<file path="config.mk">
export PLATFORM = sky130hd
export DESIGN_NAME = neg2048_sched
export DESIGN_NICKNAME = d
export VERILOG_FILES = /design/src/rtl/neg2048_sched.sv
export SDC_FILE = /design/constraint.sdc
export NUM_CORES = 1
export LEC_CHECK = 0
export ABC_AREA = 1
export CAP_MARGIN = 10
export CORE_AREA = 4 4 78 116
export DETAILED_ROUTE_END_ITERATION = 7
export DIE_AREA = 0 0 82 120
export PLACE_DENSITY = 0.87
export SETUP_SLACK_MARGIN = 0.02
export SLEW_MARGIN = 20
export SYNTH_ARGS = -nofsm -noshare
export SYNTH_HDL_FRONTEND = slang
export SYNTH_SLANG_ARGS = --single-unit
</file>
<file path="constraint.sdc">
create_clock -name iClk -period 4.2 [get_ports iClk]
set_input_delay 1.26 -clock iClk [delete_from_list [all_inputs] [get_ports iClk]]
set_output_delay 1.26 -clock iClk [all_outputs]
set_load 0.01 [all_outputs]
</file>
<file path="src/rtl/neg2048_sched.sv">
// neg2048_sched: round-robin scheduler that streams a WORDS x W operand from one of two
// requesters, LSW first, optionally two's-complement negating it. Option: NEG2048_ZERO_FLAG_EN adds oZero.
module neg2048_sched #(
  parameter int W     = 32,
  parameter int WORDS = 64,
  localparam int AW   = (WORDS > 1) ? $clog2(WORDS) : 1
) (
  input  logic          iClk,
  input  logic          iRst,
  input  logic [1:0]    iReq,
  input  logic [1:0]    iSign,
  input  logic [W-1:0]  iData0,
  input  logic [W-1:0]  iData1,
  output logic [1:0]    oGnt,
  output logic [AW-1:0] oAddr,
  output logic [W-1:0]  oData,
  output logic          oValid,
  output logic [AW-1:0] oWrAddr,
  output logic          oFinish,
  output logic          oBusy
`ifdef NEG2048_ZERO_FLAG_EN
  ,
  output logic          oZero
`endif
);

  typedef enum logic {IDLE, RUN} state_t;

  localparam logic [AW-1:0] LastAddr = AW'(WORDS - 1);

  state_t        state_q, state_d;
  logic [1:0]    gnt_q, gnt_d;
  logic [AW-1:0] addr_q, addr_d;
  logic [W-1:0]  data_q, data_d;
  logic          valid_q, valid_d;
  logic [AW-1:0] wrAddr_q, wrAddr_d;
  logic          finish_q, finish_d;
  logic          carry_q, carry_d;
  logic          sign_q, sign_d;
  logic          last_q, last_d;
`ifdef NEG2048_ZERO_FLAG_EN
  logic          zero_q, zero_d;
`endif

  logic [W-1:0]  word;
  logic          wordZero;
  logic          reqHeld;
  logic          pick;

  assign word     = gnt_q[1] ? iData1 : iData0;
  assign wordZero = (word == '0);
  assign reqHeld  = |(iReq & gnt_q);
  // On a tie the requester not served last wins; otherwise the lone requester.
  assign pick     = (iReq == 2'b11) ? ~last_q : iReq[1];

  // The negate carry stays 1 only while every word so far was zero, so it doubles as the zero flag.
  always_comb begin
    state_d  = state_q;
    gnt_d    = gnt_q;
    addr_d   = addr_q;
    data_d   = data_q;
    valid_d  = 1'b0;
    wrAddr_d = wrAddr_q;
    finish_d = 1'b0;
    carry_d  = carry_q;
    sign_d   = sign_q;
    last_d   = last_q;
`ifdef NEG2048_ZERO_FLAG_EN
    zero_d   = zero_q;
`endif
    unique case (state_q)
      IDLE: begin
        if (|iReq) begin
          state_d = RUN;
          gnt_d   = pick ? 2'b10 : 2'b01;
          last_d  = pick;
          sign_d  = iSign[pick];
          addr_d  = '0;
          carry_d = 1'b1;
`ifdef NEG2048_ZERO_FLAG_EN
          zero_d  = 1'b0;
`endif
        end
      end
      RUN: begin
        data_d   = sign_q ? (~word + W'(carry_q)) : word;
        wrAddr_d = addr_q;
        valid_d  = 1'b1;
        addr_d   = addr_q + 1'b1;
        carry_d  = carry_q & wordZero;
        if (!reqHeld) begin
          state_d = IDLE;
          gnt_d   = 2'b00;
          addr_d  = '0;
        end else if (addr_q == LastAddr) begin
          state_d  = IDLE;
          gnt_d    = 2'b00;
          addr_d   = '0;
          finish_d = 1'b1;
`ifdef NEG2048_ZERO_FLAG_EN
          zero_d   = carry_q & wordZero;
`endif
        end
      end
      default: state_d = IDLE;
    endcase
  end

  always_ff @(posedge iClk or posedge iRst) begin
    if (iRst) begin
      state_q  <= IDLE;
      gnt_q    <= 2'b00;
      addr_q   <= '0;
      data_q   <= '0;
      valid_q  <= 1'b0;
      wrAddr_q <= '0;
      finish_q <= 1'b0;
      carry_q  <= 1'b1;
      sign_q   <= 1'b0;
      last_q   <= 1'b1;
`ifdef NEG2048_ZERO_FLAG_EN
      zero_q   <= 1'b0;
`endif
    end else begin
      state_q  <= state_d;
      gnt_q    <= gnt_d;
      addr_q   <= addr_d;
      data_q   <= data_d;
      valid_q  <= valid_d;
      wrAddr_q <= wrAddr_d;
      finish_q <= finish_d;
      carry_q  <= carry_d;
      sign_q   <= sign_d;
      last_q   <= last_d;
`ifdef NEG2048_ZERO_FLAG_EN
      zero_q   <= zero_d;
`endif
    end
  end

  assign oGnt    = gnt_q;
  assign oAddr   = addr_q;
  assign oData   = data_q;
  assign oValid  = valid_q;
  assign oWrAddr = wrAddr_q;
  assign oFinish = finish_q;
  assign oBusy   = (state_q == RUN);
`ifdef NEG2048_ZERO_FLAG_EN
  assign oZero   = zero_q;
`endif

endmodule

</file>
; Yosys cells after proc, flatten, opt, wreduce, memory -nomap -nowiden
; Index checks and enable logic that the tools add are counted.
[word_totals]
wordCells = 51
output_inout_bits = 49
ff_bits = 52
inputBits = 70
[classes]
reduce_logical = 5
n_eq_ne = 4
bitwise = 5
n_addsub = 2
mux = 24
magnitude_cmp = 1
[ops]
columns = operator, count
row1 = 32-bit 2-to-1 mux, 2
row2 = 32-bit by 1-bit adder with 32-bit output, 1
row3 = 32-bit logical NOT, 1
row4 = 32-bit inverter, 1
row5 = 6-bit 2-to-1 mux, 3
row6 = 6-bit one-hot mux with 2 select lines, 1
row7 = 1-bit 2-to-1 mux, 11
row8 = 2-bit 2-to-1 mux, 4
row9 = "6-bit by 1-bit adder with 6-bit output, second input constant", 1
row10 = "6-bit == test, second input constant", 1
row11 = 1-bit one-hot mux with 2 select lines, 2
row12 = 2-bit one-hot mux with 2 select lines, 1
row13 = 2-bit AND reduction, 2
row14 = 2-bit OR reduction, 2
row15 = "3-bit by 2-bit != test with 1-bit output, second input constant", 1
row16 = 2-bit AND, 1
row17 = "2-bit == test, second input constant", 1
row18 = "1-bit by 2-bit less-than comparator with 1-bit output, second input constant", 1
row19 = "2-bit != test, second input constant", 1
row20 = 1-bit inverter, 2
row21 = 1-bit AND, 1

; Longest topological paths before layout
; Gate-level depths: netlist of the first run.
[depth]
word_depth = 5
depth_mapped = 16
mapped_depth_nobuf = 14

; Least setup slack after synthesis of the first run
; No wires, ideal clock.
[synth_path]
kind = input to register
startpoint = in iData1[0]
endpoint = reg data_q[28], in the netlist oData[28]
path_slack_ns = 1.531
path_stages = 10
setup_ns = 0.117
t_arrival_ns = 2.552
n_path_buf = 0
required_time_ns = 4.083
cell_sequence = mux2i_1 ha_1 ha_1 inv_1 nor2_1 nand2_2 o21bai_4 nand3_1 nand3_1 nand2_1
[synth_between]
elab_chain_len = 4
[synth_lines]
columns = item, line_no
row1 = start: declaration, 13  ; input logic [W-1:0] iData1,
row2 = 32-bit 2-to-1 mux, 50  ; assign word = gnt_q[1] ? iData1 : iData0;
row3 = 32-bit inverter, 86  ; data_d = sign_q ? (~word + W'(carry_q)) : word;
row4 = 32-bit by 1-bit adder with 32-bit output, 86
row5 = 32-bit 2-to-1 mux, 86
row6 = end signal: assignment, 128  ; data_q <= data_d;
row7 = end: declaration, 34  ; logic [W-1:0] data_q, data_d;
; No other way between the ends.
; A chain may end at the register's enable or synchronous reset.

; Final worst setup path of the first run
[layout_path]
startpoint = in iData1[0]
endpoint = reg data_q[30], in the netlist oData[30]
; Same word-level chain as after synthesis.

==> flow_summary_export.csv, run 1 <==
group,metric,value,unit
global_routing,grt_pass1_vias,4289,
hold_path,whs_path_depth,2,
cells_and_area,layout_commonest_cell,"nand2_1",
pwr,clkPwrFrac,14.1,%
cts,cts_buffers,5,
synth,postSynthAreaPerCell,5.93,um2
cells_and_area,final_nets,872,
timing,fin_crit,3.13,ns
cells_and_area,design_area,0.00550,mm2
worst_setup_path,required,4.38,ns
cts,clock_latency,0.29,ns
cts,htree_levels,2,
worst_setup_path,r2r_start,"oGnt[1]",
pwr,power.switching,1.70,mW
pwr,seq_power_share,23.8,%
worst_setup_path,worst-path-max-fanout,5,
pwr,internal_power,1.94,mW
worst_setup_path,cp-end-kind,"flip-flop",
detailed_routing,ant_nets,0,
global_routing,grt_max_degree,60,
pwr,power_density,662,mW/mm2
pwr,combinationalPowerShare,62.1,%
hold_path,holdCritPathClass,"reg -> reg",
floorplanning,dieArea,0.00984,mm2
synth,synth_cells,693,
cts,postCtsSetupBuffers,0,
placed_design,hpwl,10500,um
detailed_routing,wl,12900,um
timing,setup_viol,0,
detailed_routing,drt_iter0_drc,343,
detailed_routing,via_count,4579,
timing,tightest_slew,0.859,ns
cts,cts-root-buf,"clkbuf_16",
cells_and_area,drive_gt1_share,6.13,%
hold_path,min_from,"last_q",
placed_design,place.port_buffers,118,
detailed_routing,wire_per_inst,14.3,um
cts,clkTransAtPathRegs,0.06,ns
synth,syn_area,0.00411,mm2
cts,hold_buffers,0,
timing,drv_slew,0,
global_routing,grt_remaining_overflow,0,
worst_setup_path,worstSetupPathType,"in -> reg",
placed_design,gp_congestion,0.927,
floorplanning,core,0.00801,mm2
pwr,sw_frac_of_total,46.8,%
detailed_routing,firstDrtPassIters,5,
floorplanning,die_width,82,um
worst_setup_path,startpoint,"iData1[0]",
cts,max-clock-path-buffers,2,
synth,ys_seq_area_share,31.7,%
timing,finalHoldViolCount,0,
run_status,status,"completed",
detailed_routing,drc,0,
pwr,fin_total_pwr,3.64,mW
cells_and_area,layout_common_cells,"nand2_1 (334), clkdlybuf4s50_1 (118), inv_1 (76)",
cells_and_area,diodes,0,
pwr,p_leak,2.83,nW
floorplanning,rows,40,
timing,holdWs,0.477,ns
timing,clock.fmax,320,MHz
timing,fin_setup_tns,0,ns
timing,period_share,74.4,%
worst_setup_path,start_kind,"input pin",
worst_setup_path,worstReg2RegEnd,"oData[10]",
timing,finClkSkew,0.00806,ns
timing,rsz0062_at_grt,"false",
global_routing,grt_pass1_wl,20700,um
cts,cts_sinks,52,
cts,cts_resized,0,
hold_path,holdPathEnd,"last_q",
flow_run,cap_violations,0,
synth,yosysWarnings,0,
synth,synth_seq_cells,52,
floorplanning,io_pins,119,
placed_design,post_dp_cell_area,0.00531,mm2
global_routing,antenna_found_initial,0,
synth,synth_fp_nets,767,
pwr,ir_worst_vdd,0.000446,V
worst_setup_path,r2r_slack,1.65,ns
timing,slew-limit-headroom,42.4,%
floorplanning,die_y,120,um
worst_setup_path,reg2reg_depth,12,
synth,synth.distinct_cells,31,
floorplanning,start_util,51.3,%
detailed_routing,vias_per_cell,5.07,
cells_and_area,synthToLayoutAreaGrowth,33.8,%
worst_setup_path,crit_arrival,3.30,ns
global_routing,grt_usage,27.0,%
cts,cts_tree,"built",
-- worst max path at each step --
| stage | slack (ns) | depth (start not counted) | endpoint |
|---|---|---|---|
| after detailed placement | 0.79 | 11 | oData[30] |
| after CTS | 1.09 | 11 | oData[30] |
| after floorplan | 1.53 | 10 | oData[28] |
| final | 1.07 | 11 | oData[30] |
| after global routing | 0.88 | 11 | oData[30] |
| after global placement | 0.89 | 11 | oData[30] |
-- metal layers --
| layer | part of all wire, % | wire [um] | vias to the layer above | GRT usage [%] |
|---|---|---|---|---|
| met1 | 41 | 5310 | 2098 | 33.8 |
| met5 | 0 | 0 | - | 0 |
| met4 | 2.3 | 291 | 0 | 9.04 |
| met3 | 4.0 | 513 | 19 | 1.20 |
| li1 | - | - | 2317 | - |
| met2 | 53 | 6800 | 145 | 48.1 |
-- cells in the mapped netlist (all sizes together) --
cell type	instances	area, um2
nand2	350	1350
inv	78	293
nor2	68	278
nand3	52	260
dfrtp	50	1250
o21ai	30	158
buf	16	123
clkbuf	10	37.5
xor2	9	78.8
a21oi	6	30.0
ha	4	50.1
o22ai	4	25.0
a31oi	3	18.8
or2	3	18.8
dfstp	2	52.6
nor3	2	10.0
o21bai	2	37.5
a32o	1	10.0
clkinv	1	3.75
mux2i	1	10.0
xnor2	1	8.76
-- state kept, by name, summed over array words and instances, names as in the netlist --
name	cells
carry_q	1
last_q	1
oAddr	6
oBusy	1
oData	32
oFinish	1
oGnt	2
oValid	1
oWrAddr	6
sign_q	1
-- power groups by stage --
stage / clock (mW) / sequential [mW] / combinational, mW
final: 0.513 / 0.865 / 2.26
after global routing: 0.540 / 0.888 / 2.51
after CTS: 0.519 / 0.862 / 2.26
after detailed placement: 0 / 0.867 / 2.24
after global placement: 0 / 0.864 / 2.20
after floorplan: 0 / 0.925 / 1.38
-- per-stage QoR --
step / instances / worst slack, ns / utilization (%)
after detailed placement: 896 / 0.790 / 66.3
after floorplan: 693 / 1.53 / -
after CTS: 904 / 1.09 / 68.6
after global placement: 896 / 0.890 / 66.3
after global routing: 904 / 0.884 / 68.6
final: 904 / 1.07 / 68.6
-- kinds of logic after synthesis --
group | synth area share [%]
AOI/OAI and AO/OA | 6.79
xor gates and xnor gates | 2.13
adders and majority gates | 1.22
buffers and inverters | 11.1
DFF | 31.7
muxes | 0.244
and+or+nand+nor | 46.8
-- worst max-delay path: stages --
cell             delay, ns
clkdlybuf4s50_1       0.39
mux2i_1               0.32
ha_1                  0.32
ha_1                  0.19
nand3_1               0.10
nor2_1                0.15
nand3_1               0.11
nand2_1               0.18
nand3_1               0.10
nand3_1               0.11
nand2_1               0.06
-- area by class of cell --
| class | instances | area, um2 |
|---|---|---|
| tap | 105 | 131 |
| clock buffer | 6 | 129 |
| fill | 716 | 2510 |
| clock inverter | 2 | 60.1 |
| timing repair buffer | 124 | 1230 |
| sequential | 52 | 1310 |
| inverter | 79 | 297 |
| multi-input combinational | 536 | 2350 |
No activity file was read; power rests on OpenSTA's default activity.
==> run 2, diff against run 1 <==
CORE_AREA = 4 4 80 120   (was 4 4 78 116)
DIE_AREA = 0 0 84 124   (was 0 0 82 120)
PLACE_DENSITY = 0.82   (was 0.87)
clock period = 3.2 ns   (was 4.2 ns; I/O delays follow)
==> run 2 against run 1 <==
Worst hold slack improved by 0.0013 ns. Clock power grew 6.4%. First-iteration DRC count fell by 12%. Non-clock buffer count grew 1. Largest power group unchanged. Routed wire length increased by 0.59%.
==> flow_summary_export.csv, run 2 (synthesis results as in run 1) <==
group,metric,value,unit
floorplanning,dieArea,0.0104,mm2
floorplanning,start_util,47.7,%
cts,cts_resized,0,
timing,fin_setup_tns,0,ns
placed_design,gp_congestion,0.927,
cells_and_area,fin_cells,910,
timing,period_share,83.0,%
floorplanning,die_y,124,um
worst_setup_path,worstSetupPathType,"in -> reg",
timing,fin_crit,2.66,ns
floorplanning,core,0.00862,mm2
timing,tightest_slew,0.699,ns
cells_and_area,largest_register_ffs,32,
floorplanning,rows,42,
worst_setup_path,worst-path-max-fanout,5,
global_routing,grt_max_degree,61,
cells_and_area,layout_commonest_cell,"nand2_1",
detailed_routing,wl,13000,um
timing,drv_slew,0,
placed_design,dpl.cell_count,902,
flow_run,cap_violations,0,
detailed_routing,ant_nets,0,
placed_design,hpwl,10600,um
worst_setup_path,required,3.38,ns
global_routing,grt_pass1_vias,4251,
floorplanning,die_width,84,um
worst_setup_path,start_kind,"input pin",
cells_and_area,final_nets,873,
timing,setup_ws,0.543,ns
cts,clkTransAtPathRegs,0.07,ns
cells_and_area,diodes,0,
detailed_routing,wire_per_inst,14.3,um
placed_design,post_dp_cell_area,0.00533,mm2
global_routing,grt_usage,25.1,%
cells_and_area,drive_gt1_share,6.25,%
timing,finClkSkew,0.00315,ns
floorplanning,io_pins,119,
timing,clock.fmax,376,MHz
detailed_routing,via_count,4542,
worst_setup_path,reg2reg_depth,11,
timing,setup_viol,0,
worst_setup_path,crit_arrival,2.84,ns
cts,postCtsSetupBuffers,0,
global_routing,antenna_found_initial,0,
pwr,ir_worst_vdd,0.000555,V
cts,cts_tree,"built",
hold_path,holdCritPathClass,"reg -> reg",
placed_design,place.port_buffers,118,
cts,hold_buffers,0,
cells_and_area,design_area,0.00548,mm2
cts,clock_latency,0.29,ns
timing,rsz0062_at_grt,"false",
cells_and_area,synthToLayoutAreaGrowth,33.5,%
hold_path,whs_path_depth,2,
detailed_routing,firstDrtPassIters,4,
placed_design,post-place-ws,0.236,ns
cts,cts_sinks,52,
timing,slew-limit-headroom,52.9,%
cts,max-clock-path-buffers,2,
timing,finalHoldViolCount,0,
pwr,power_density,848,mW/mm2
detailed_routing,drc,0,
detailed_routing,vias_per_cell,4.99,
cells_and_area,layout_common_cells,"nand2_1 (334), clkdlybuf4s50_1 (118), inv_1 (76)",
cts,cts_buffers,5,
global_routing,grt_remaining_overflow,0,
global_routing,grt_pass1_wl,20700,um
cts,cts-root-buf,"clkbuf_16",
worst_setup_path,cp-end-kind,"flip-flop",
detailed_routing,drt_iter0_drc,301,
pwr,p_leak,2.81,nW
run_status,status,"completed",
cts,htree_levels,2,
[run 2: cell count changes in the layout (fill, tap and decap cells not counted)]
cell,delta
bufinv_16,-2
buf_12,+1
clkbuf_8,+1
clkinvlp_4,+1
[run 2: power by group]
group	switching (mW)	leakage (nW)	internal (mW)
clock	0.234	0.0701	0.312
sequential	0.218	0.641	0.948
combinational	1.79	2.10	1.15
total	2.24	2.81	2.41
[run 2: final cells by class]
class | instances | area [um2]
Fill cell | 829 | 3140
Multi-Input combinational cell | 536 | 2350
Sequential cell | 52 | 1310
Timing Repair Buffer | 125 | 1250
Inverter | 79 | 297
Clock buffer | 7 | 143
Tap cell | 110 | 138
Clock inverter | 1 | 7.51
[run 2: critical path: stages]
cell             delay, ns
clkdlybuf4s50_1       0.39
mux2i_1               0.22
ha_1                  0.27
ha_1                  0.19
nand3_1               0.10
nor2_1                0.13
nand3_1               0.11
nand2_1               0.19
nand3_1               0.10
nand3_1               0.11
nand2_1               0.05
[run 2: worst paths after layout]
path	from	to	slack [ns]
max in group asynchronous	iRst	last_q	1.88
min	oData[25]	oData[25]	0.48
min reg2reg	oData[25]	oData[25]	0.48
max reg2reg	oGnt[1]	oData[31]	0.84
min in group asynchronous	iRst	oValid	1.01
max	iData1[0]	oData[30]	0.54
[run 2: metal layers]
layer	part of all wire, %	vias to the layer above	global-route usage (%)
met1	41	2049	30.1
li1	-	2316	-
met2	52	152	45.0
met4	3.3	0	12.2
met3	3.9	25	2.71
met5	0	-	0
[run 2: through the flow]
step / power, mW / hold slack [ns] / utilization [%]
2_1_floorplan: 3.02 / 0.433 / -
3_3_place_gp: 4.04 / 0.453 / 61.9
3_5_place_dp: 4.10 / 0.466 / 61.9
4_1_cts: 4.66 / 0.482 / 63.6
5_1_grt: 5.06 / 0.505 / 63.6
6_report: 4.65 / 0.478 / 63.6
==> run 3, diff against run 2 <==
CORE_AREA = 4 4 84 126   (was 4 4 80 120)
DIE_AREA = 0 0 88 130   (was 0 0 84 124)
PLACE_DENSITY = 0.79   (was 0.82)
clock period = 2.2 ns   (was 3.2 ns; I/O delays follow)
==> run 3 against run 2 <==
Worst setup slack worse by 0.47 ns. Critical endpoint is now oGnt[1]. Highest routed layer unchanged. Sequential share of layout area decreased by 2.4 points. Via count grew 5.1%.
==> flow_summary_export.csv, run 3 (synthesis results as in run 1) <==
group,metric,value,unit
floorplanning,die_width,88,um
detailed_routing,ant_nets,0,
cells_and_area,drive_gt1_share,14.8,%
floorplanning,core,0.00952,mm2
placed_design,place.port_buffers,118,
cells_and_area,layout_commonest_cell,"nand2_1",
detailed_routing,drc,0,
timing,rsz0062_at_grt,"true",
timing,slew-limit-headroom,55.7,%
detailed_routing,vias_per_cell,4.94,
cts,cts-root-buf,"clkbuf_16",
worst_setup_path,worst-path-max-fanout,15,
detailed_routing,wire_per_inst,14.5,um
global_routing,grt_pass1_vias,4548,
cts,max-clock-path-buffers,2,
cells_and_area,diodes,0,
timing,drv_slew,0,
timing,fin_crit,2.13,ns
cts,cts_sinks,52,
timing,period_share,96.7,%
run_status,status,"completed",
floorplanning,rows,44,
pwr,ir_worst_vdd,0.00105,V
cells_and_area,largest_register_ffs,32,
timing,finClkSkew,0.00259,ns
cts,clkTransAtPathRegs,0.07,ns
cells_and_area,synthToLayoutAreaGrowth,48.4,%
timing,finalHoldViolCount,0,
pwr,p_leak,3.13,nW
floorplanning,die_y,130,um
timing,holdWs,0.466,ns
worst_setup_path,worstSetupPathType,"reg -> out",
cells_and_area,nFillCells,884,
flow_run,cap_violations,0,
cells_and_area,fin_cells,966,
placed_design,hpwl,11100,um
global_routing,grtUsageMet3,2.72,%
global_routing,grt_max_degree,53,
placed_design,gp_congestion,0.900,
worst_setup_path,cp-end-kind,"primary output",
placed_design,dpl.cell_count,954,
cells_and_area,final_nets,924,
global_routing,antenna_found_initial,0,
worst_setup_path,crit_arrival,1.47,ns
pwr,fin_total_pwr,7.74,mW
detailed_routing,drt_iter0_drc,338,
detailed_routing,via_count,4772,
detailed_routing,firstDrtPassIters,6,
timing,tightest_slew,0.660,ns
cts,htree_levels,2,
timing,clock.fmax,470,MHz
cts,cts_tree,"built",
timing,setup_viol,0,
global_routing,grt_pass1_wl,21600,um
global_routing,grt_remaining_overflow,0,
global_routing,use_met1,30.3,%
floorplanning,io_pins,119,
cts,clock_latency,0.30,ns
floorplanning,start_util,43.1,%
global_routing,use_met2,42.1,%
floorplanning,dieArea,0.0114,mm2
pwr,power_density,1270,mW/mm2
worst_setup_path,required,1.54,ns
cts,hold_buffers,0,
global_routing,grt_usage,24.1,%
worst_setup_path,start_kind,"flip-flop",
cells_and_area,layout_common_cells,"nand2_1 (324), clkdlybuf4s50_1 (116), inv_1 (75)",
cts,cts_buffers,5,
hold_path,holdCritPathClass,"reg -> reg",
global_routing,top_usage_layer,"met2",
detailed_routing,wl,14000,um
-- run 3: critical path, cell delays in order (launching register included) --
cell             delay (ns)
dfrtp_2                0.43
buf_6                  0.17
clkdlybuf4s50_1        0.56
-- run 3: path summary, 6_finish.rpt --
| check | from | end | slack (ns) | cells after the start |
|---|---|---|---|---|
| worst max-delay path | oGnt[1] | oGnt[1] | 0.07 | 2 |
| worst min-delay path | last_q | last_q | 0.47 | 2 |
| worst max register to register | oGnt[1] | oData[17] | 0.13 | 12 |
| worst min register to register | last_q | last_q | 0.47 | 2 |
| max in group asynchronous | iRst | last_q | 1.18 | 3 |
| min in group asynchronous | iRst | oData[29] | 0.72 | 3 |
-- run 3: through the flow --
stage                     worst slack (ns)  cell area (um2)  setup TNS (ns)  utilization [%]
after floorplan                     0.0225             4130               0                -
after global placement              -0.310             5740           -6.02             60.3
after detailed placement            -0.342             5740           -6.93             60.3
after CTS                           0.0398             5940               0             62.4
after global routing              -0.00449             6090        -0.00864             64.0
final                               0.0731             6090               0             64.0
-- run 3: power breakdown --
part	total, mW	switching, mW	internal, mW
logic	5.12	2.84	2.27
clock network	0.919	0.377	0.541
registers	1.70	0.327	1.38
total	7.74	3.55	4.19
-- run 3: cell type report --
class                      instances  area (um2)  area share (%)
tap                              115         144            2.36
timing repair buffer             176        1720            28.2
inverter                          79         299            4.91
clock buffer                       5         125            2.05
clock inverter                     3        46.3           0.760
sequential                        52        1310            21.4
multi-input combinational        536        2460            40.3
-- run 3: per-layer routing --
metal,wire [um],vias to the layer above
met4,412,0
met2,7200,160
met3,696,24
met5,0,-
li1,-,2418
met1,5670,2170
-- run 3: what timing repair did --
action,CTS,global route
resized for setup,4,34
buffers inserted,2,0
setup endpoints to repair,11,25
gates cloned,0,2
pin swaps,3,9
